File: src/rtl/y_seq_ctrl.sv
// -----------------------------------------------------------------------------
// y_seq_ctrl
//   Multi-cycle instruction sequencer. After an accepted start it runs `count`
//   instructions from `entry`, four cycles each (FETCH, DECODE, EXEC, WB). It
//   drives the PC to fetch, registers the datapath controls decoded from the
//   opcode, and steps the PC at write-back. A halt opcode ends the run early.
//
// Ports
//   clk, rst_n         single rising-edge clock, asynchronous active-low reset
//   start              run request, only looked at while idle
//   entry[31:0]        first PC of the run, loaded on an accepted start
//   count[7:0]         instructions to run; zero only produces a done pulse
//   ins[31:0]          instruction from the fetch stage
//   pcp4[31:0]         PC+4 from the fetch stage
//   imm[31:0]          sign-extended immediate from decode
//   zero               ALU zero flag, used by beq at write-back
//   pc[31:0]           current PC
//   if_en              instruction-register load strobe (FETCH cycle)
//   reg_dst, alu_src   registered datapath controls
//   alu_op[2:0]        registered ALU operation select
//   reg_we             register-file write strobe (WB cycle)
//   busy               high whenever not idle
//   done               one-cycle pulse on the first idle cycle after a run
//   retired[7:0]       instructions completed in the current/last run
// -----------------------------------------------------------------------------
module y_seq_ctrl (
  input  logic        clk,
  input  logic        rst_n,
  input  logic        start,
  input  logic [31:0] entry,
  input  logic [7:0]  count,
  input  logic [31:0] ins,
  input  logic [31:0] pcp4,
  input  logic [31:0] imm,
  input  logic        zero,
  output logic [31:0] pc,
  output logic        if_en,
  output logic        reg_dst,
  output logic        alu_src,
  output logic        reg_we,
  output logic [2:0]  alu_op,
  output logic        busy,
  output logic        done,
  output logic [7:0]  retired
);

  localparam logic [5:0] OP_R    = 6'd0;
  localparam logic [5:0] OP_J    = 6'd2;
  localparam logic [5:0] OP_BEQ  = 6'd4;
  localparam logic [5:0] OP_SW   = 6'd43;
  localparam logic [5:0] OP_HALT = 6'd63;

  localparam logic [2:0] ALU_ADD = 3'b010;
  localparam logic [2:0] ALU_SUB = 3'b110;

  typedef enum logic [2:0] {
    S_IDLE,
    S_FETCH,
    S_DECODE,
    S_EXEC,
    S_WB
  } state_t;

  state_t      state_q, state_d;
  logic [7:0]  remaining_q;
  logic        wr_q;
  logic        is_beq_q, is_j_q, is_halt_q;

  // Opcode decode, consumed only in DECODE.
  logic        dec_reg_dst, dec_alu_src, dec_wr;
  logic [2:0]  dec_alu_op;
  logic [5:0]  opcode;
  logic [31:0] pc_next;

  assign opcode = ins[31:26];

  // NOTE: every always_comb output gets a default before the case so that no
  // path leaves it unassigned, which would otherwise infer a latch.
  always_comb begin
    dec_reg_dst = 1'b0;
    dec_alu_src = 1'b1;
    dec_wr      = 1'b1;
    dec_alu_op  = ALU_ADD;
    unique case (opcode)
      OP_R: begin
        dec_reg_dst = 1'b1;
        dec_alu_src = 1'b0;
      end
      OP_J:    dec_wr = 1'b0;
      OP_BEQ: begin
        dec_alu_src = 1'b0;
        dec_wr      = 1'b0;
        dec_alu_op  = ALU_SUB;
      end
      OP_SW:   dec_wr = 1'b0;
      OP_HALT: begin
        dec_alu_src = 1'b0;
        dec_wr      = 1'b0;
        dec_alu_op  = 3'b000;
      end
      default: ;
    endcase
  end

  // Write-back PC selection; branch offset wraps modulo 2^32.
  always_comb begin
    pc_next = pcp4;
    if (is_beq_q && zero) begin
      pc_next = pcp4 + {imm[29:0], 2'b00};
    end else if (is_j_q) begin
      pc_next = {pcp4[31:28], ins[25:0], 2'b00};
    end
  end

  // Next-state logic.
  always_comb begin
    state_d = state_q;
    unique case (state_q)
      S_IDLE:   if (start && (count != 8'd0)) state_d = S_FETCH;
      S_FETCH:  state_d = S_DECODE;
      S_DECODE: state_d = S_EXEC;
      S_EXEC:   state_d = S_WB;
      S_WB:     state_d = (is_halt_q || (remaining_q == 8'd1)) ? S_IDLE : S_FETCH;
      default:  state_d = S_IDLE;
    endcase
  end

  // NOTE: sequential state uses non-blocking assignments so every register
  // samples pre-edge values, independent of statement order.
  always_ff @(posedge clk or negedge rst_n) begin
    if (!rst_n) begin
      state_q <= S_IDLE;
    end else begin
      state_q <= state_d;
    end
  end

  // NOTE: the reset branch clears every register here, since a reset mid-run
  // must leave no stale control or count behind for the next start.
  always_ff @(posedge clk or negedge rst_n) begin
    if (!rst_n) begin
      pc          <= '0;
      remaining_q <= '0;
      retired     <= '0;
      done        <= 1'b0;
      reg_dst     <= 1'b0;
      alu_src     <= 1'b0;
      alu_op      <= '0;
      wr_q        <= 1'b0;
      is_beq_q    <= 1'b0;
      is_j_q      <= 1'b0;
      is_halt_q   <= 1'b0;
    end else begin
      done <= 1'b0;
      unique case (state_q)
        S_IDLE: begin
          if (start) begin
            retired <= '0;
            if (count != 8'd0) begin
              pc          <= entry;
              remaining_q <= count;
            end else begin
              done <= 1'b1;
            end
          end
        end
        S_DECODE: begin
          reg_dst   <= dec_reg_dst;
          alu_src   <= dec_alu_src;
          alu_op    <= dec_alu_op;
          wr_q      <= dec_wr;
          is_beq_q  <= (opcode == OP_BEQ);
          is_j_q    <= (opcode == OP_J);
          is_halt_q <= (opcode == OP_HALT);
        end
        S_WB: begin
          pc          <= pc_next;
          remaining_q <= remaining_q - 8'd1;
          if (retired != 8'hFF) retired <= retired + 8'd1;
          // Controls drop after write-back so they read zero outside EXEC/WB.
          reg_dst     <= 1'b0;
          alu_src     <= 1'b0;
          alu_op      <= '0;
          wr_q        <= 1'b0;
          is_beq_q    <= 1'b0;
          is_j_q      <= 1'b0;
          is_halt_q   <= 1'b0;
          done        <= (state_d == S_IDLE);
        end
        default: ;
      endcase
    end
  end

  assign if_en  = (state_q == S_FETCH);
  assign reg_we = (state_q == S_WB) && wr_q;
  assign busy   = (state_q != S_IDLE);

endmodule

File: config.mk
export PLATFORM = sky130hd
export DESIGN_NAME = y_seq_ctrl
export DESIGN_NICKNAME = d
export VERILOG_FILES = /design/src/rtl/y_seq_ctrl.sv
export SDC_FILE = /design/constraint.sdc
export NUM_CORES = 1
export LEC_CHECK = 0
export BUFFER_PORTS_ARGS = -buffer_cell sky130_fd_sc_hd__buf_2
export CORE_AREA = 2 2 166 127
export CTS_CLUSTER_DIAMETER = 120
export CTS_CLUSTER_SIZE = 10
export DETAILED_ROUTE_END_ITERATION = 10
export DIE_AREA = 0 0 168 129
export GPL_TIMING_DRIVEN = 0
export MAX_ROUTING_LAYER = met4
export PLACE_DENSITY_LB_ADDON = 0.25
export SYNTH_ARGS = -nofsm -noshare
export SYNTH_HDL_FRONTEND = slang
export SYNTH_SLANG_ARGS = --single-unit
File: constraint.sdc
create_clock -name clk -period 3.99 [get_ports clk]
set_input_delay 0.1995 -clock clk [delete_from_list [all_inputs] [get_ports clk]]
set_output_delay 0.1995 -clock clk [all_outputs]
set_load 0.01 [all_outputs]
==> results.json <==
{
  "syn_to_final_growth_pct": 32.60,
  "required_ns": 4.25,
  "critPathSlowestCell": "a21oi_1",
  "dp_hpwl_um": 15570,
  "path_buf_inv": 1,
  "seqPwrFrac_pct": 28.3,
  "grtUsageMet2_pct": 26.52,
  "hold_viol": 0,
  "synth_commonest_cells": "nand2_1 (85), dfrtp_1 (59), a21oi_1 (52)",
  "wl_per_cell_um": 18.77,
  "finish.utilization_pct": 32.77,
  "finalSetupTns_ns": 0,
  "status": "finished, final reports clean",
  "die-area_mm2": 0.02167,
  "viasPerCell": 4.955,
  "async_flop_share_pct": 100.0,
  "synth_edf_count": 0,
  "critPathMaxStageDelay_ns": 0.98,
  "numCtsBuffers": 9,
  "clock_skew_ns": 0.005443,
  "htreeDepth": 3,
  "vias": 5277,
  "die_width_um": 168,
  "grt.overflow.total": 0,
  "clock_path_buffers": 2,
  "drt-initial-drc-count": 360,
  "p_clk_share_pct": 25.6,
  "worstSetupStartpointType": "flip-flop",
  "cts_setup_buffers": 0,
  "cts_resized": 0,
  "fmax_mhz": 329.0,
  "drc": 0,
  "ctsHoldBuffers": 1,
  "syn_area_mm2": 0.004940,
  "grt_most_used_layer": "met1",
  "tightestPinTransition_ns": 1.241,
  "layout-drive-gt1-share_pct": 27.20,
  "synth_top_area_cell": "dfrtp_1",
  "ys.flop_type": "dfrtp_1",
  "slew_headroom_pct": 17.25,
  "peakVddDrop_uv": 223.9,
  "switching_share_pct": 41.02,
  "finalSetupViolCount": 0,
  "final_max_slew_viol_count": 0,
  "p_sw_uw": 1495,
  "syn_inst": 603,
  "globalRouteMet3Util_pct": 3.537,
  "clock-root-buffer": "clkbuf_16",
  "synth_top_area_share_pct": 29.89,
  "rsz0062_at_grt": "false",
  "maxCapViolations": 0,
  "path_clk_slew_ns": 0.06,
  "grt_pass1_wl_um": 30140,
  "drt-total-wl_um": 19990,
  "path_cells": "nor2_1, nand2_1, a21oi_1, clkbuf_1, nand2_1, nand3_1, nand2_1, a21oi_1",
  "synth-seq-cells": 59,
  "num_rows": 45,
  "p_int_uw": 2149,
  "critPathArrivalTime_ns": 3.30,
  "place_congestion": 0.8854,
  "min_period_ns": 3.039,
  "syn_avg_cell_area_um2": 8.192,
  "fillers": 2173,
  "crit_top_cell": "nand2_1",
  "numPortBuffers": 185,
  "synth_cell_types": 61,
  "nets": 973,
  "cts_tree": "built",
  "p_total_uw": 3644,
  "grt_pass1_vias": 5091,
  "synth.most_common_cell": "nand2_1",
  "cp_top_family": "compound AO/OA/AOI/OAI gates",
  "p_comb_share_pct": 46.1,
  "insertion_delay_ns": 0.34,
  "ioPinCount": 189,
  "powerDensity_mw_per_mm2": 556.3,
  "ant_nets": 0,
  "core_area_mm2": 0.01999,
  "met1_usage_pct": 28.67,
  "leakagePower_uw": 0.003060,
  "clock-sinks": 59,
  "hp-class": "in -> reg",
  "fin_crit_sh_pct": 76.17,
  "grt_max_degree": 60,
  "path_max_fanout": 10,
  "yosys-top-cells-area": "dfrtp_1 (30%), ha_1 (8.1%), mux2i_1 (6.5%), nand2_1 (6.5%), a21oi_1 (5.3%)",
  "yosysWarnings": 0,
  "grt_usage_pct": 19.22,
  "synth_nets": 776,
  "dr.pass1.iters": 5,
  "antenna_found_initial": 2,
  "cp-end-kind": "flip-flop",
  "die_h_um": 129,
  "start_util_pct": 24.71,
  "ys_seq_area_share_pct": 29.89,
  "critical_path_class": "reg -> reg"
}
==> flip-flops by register name, indices dropped and copies added (netlist names) <==
signal,cells
pc,32
remaining_q,8
retired,8
state_q,3
alu_op,1
alu_src,1
done,1
is_beq_q,1
is_halt_q,1
is_j_q,1
reg_dst,1
wr_q,1
==> cell usage in the layout (no fill, tap or decap), types with 3 or more instances in the layout <==
master,n
a211o_1,4
a211oi_1,15
a21boi_0,4
a21o_1,12
a21oi_1,52
a22o_1,4
a31oi_1,17
a32o_1,3
and3_1,5
buf_2,186
buf_4,3
bufinv_16,3
clkbuf_1,24
clkbuf_16,9
clkbuf_8,3
dfrtp_1,59
ha_1,32
inv_1,15
mux2i_1,32
nand2_1,85
nand3_1,25
nand4_1,9
nor2_1,49
nor3_1,8
nor4_1,7
o211ai_1,5
o21a_1,3
o21ai_0,41
o21bai_1,6
o221a_2,3
o31ai_1,3
or3_1,5
xnor2_1,20
xor2_1,14
==> area by class of cell <==
cell class	count	area [um^2]	area share [%]
Multi-Input combinational cell	495	3212	49.04
Buffer	34	195.2	2.980
Antenna cell	2	5.005	0.07641
Tap cell	258	322.8	4.928
Timing Repair Buffer	186	938.4	14.33
Clock buffer	12	246.5	3.763
Inverter	15	56.30	0.8596
Clock inverter	4	97.59	1.490
Sequential cell	59	1476	22.54
==> per-stage QoR <==
stage / hold slack [ns] / setup slack [ns] / area, um^2 / std cells
5_1_grt: 0.1042 / 0.6870 / 6550 / 1065
3_5_place_dp: 0.3658 / 0.7776 / 6191 / 1046
3_3_place_gp: 0.4417 / 0.7265 / 6188 / 1046
6_report: 0.09148 / 0.9508 / 6550 / 1065
2_1_floorplan: -0.09609 / 1.462 / 4940 / 603
4_1_cts: 0.07185 / 0.9665 / 6545 / 1063
==> power by group through the flow <==
stage	clock network [uW]	logic, uW	registers, uW
floorplan	0	945	1100
global placement	0	1680	1040
detailed placement	0	1690	1030
CTS	961	1690	1030
global route	982	1880	1060
finish	933	1680	1030
==> final timing paths <==
check	slack, ns	cells past startpoint	startpoint	endpoint
max in group asynchronous	2.92	2	rst_n	pc[16]$_DFFE_PN0P_
worst min register to register	0.51	2	alu_op[1]$_DFFE_PN0P_	alu_op[1]$_DFFE_PN0P_
worst min-delay path	0.09	3	pcp4[1]	pc[1]$_DFFE_PN0P_
min in group asynchronous	0.51	2	rst_n	pc[3]$_DFFE_PN0P_
worst max-delay path	0.95	8	state_q[1]$_DFF_PN0_	pc[26]$_DFFE_PN0P_
worst max register to register	0.95	8	state_q[1]$_DFF_PN0_	pc[26]$_DFFE_PN0P_
==> cells by family after synthesis <==
| kind of cell | synth area share (%) |
|---|---|
| simple gates | 18.47 |
| compound gates | 25.46 |
| flops | 29.89 |
| buf+inv | 5.091 |
| xor+xnor | 6.028 |
| fa+ha+maj | 8.511 |
| mux | 6.484 |
| other cells | 0.07591 |
==> worst reg2reg max path, stage by stage, from the launching register on <==
cell      delay, ns
dfrtp_1        0.43
nor2_1         0.30
nand2_1        0.19
a21oi_1        0.98
clkbuf_1       0.62
nand2_1        0.16
nand3_1        0.12
nand2_1        0.06
a21oi_1        0.11
==> layer usage <==
layer  vias to the layer above  part of all wire (%)
met4                         0                  0.84
met5                         -                     0
met2                       204                    40
li1                       2614                     -
met3                        13                   6.2
met1                      2446                    53
Power figures use the tool's default switching activity.
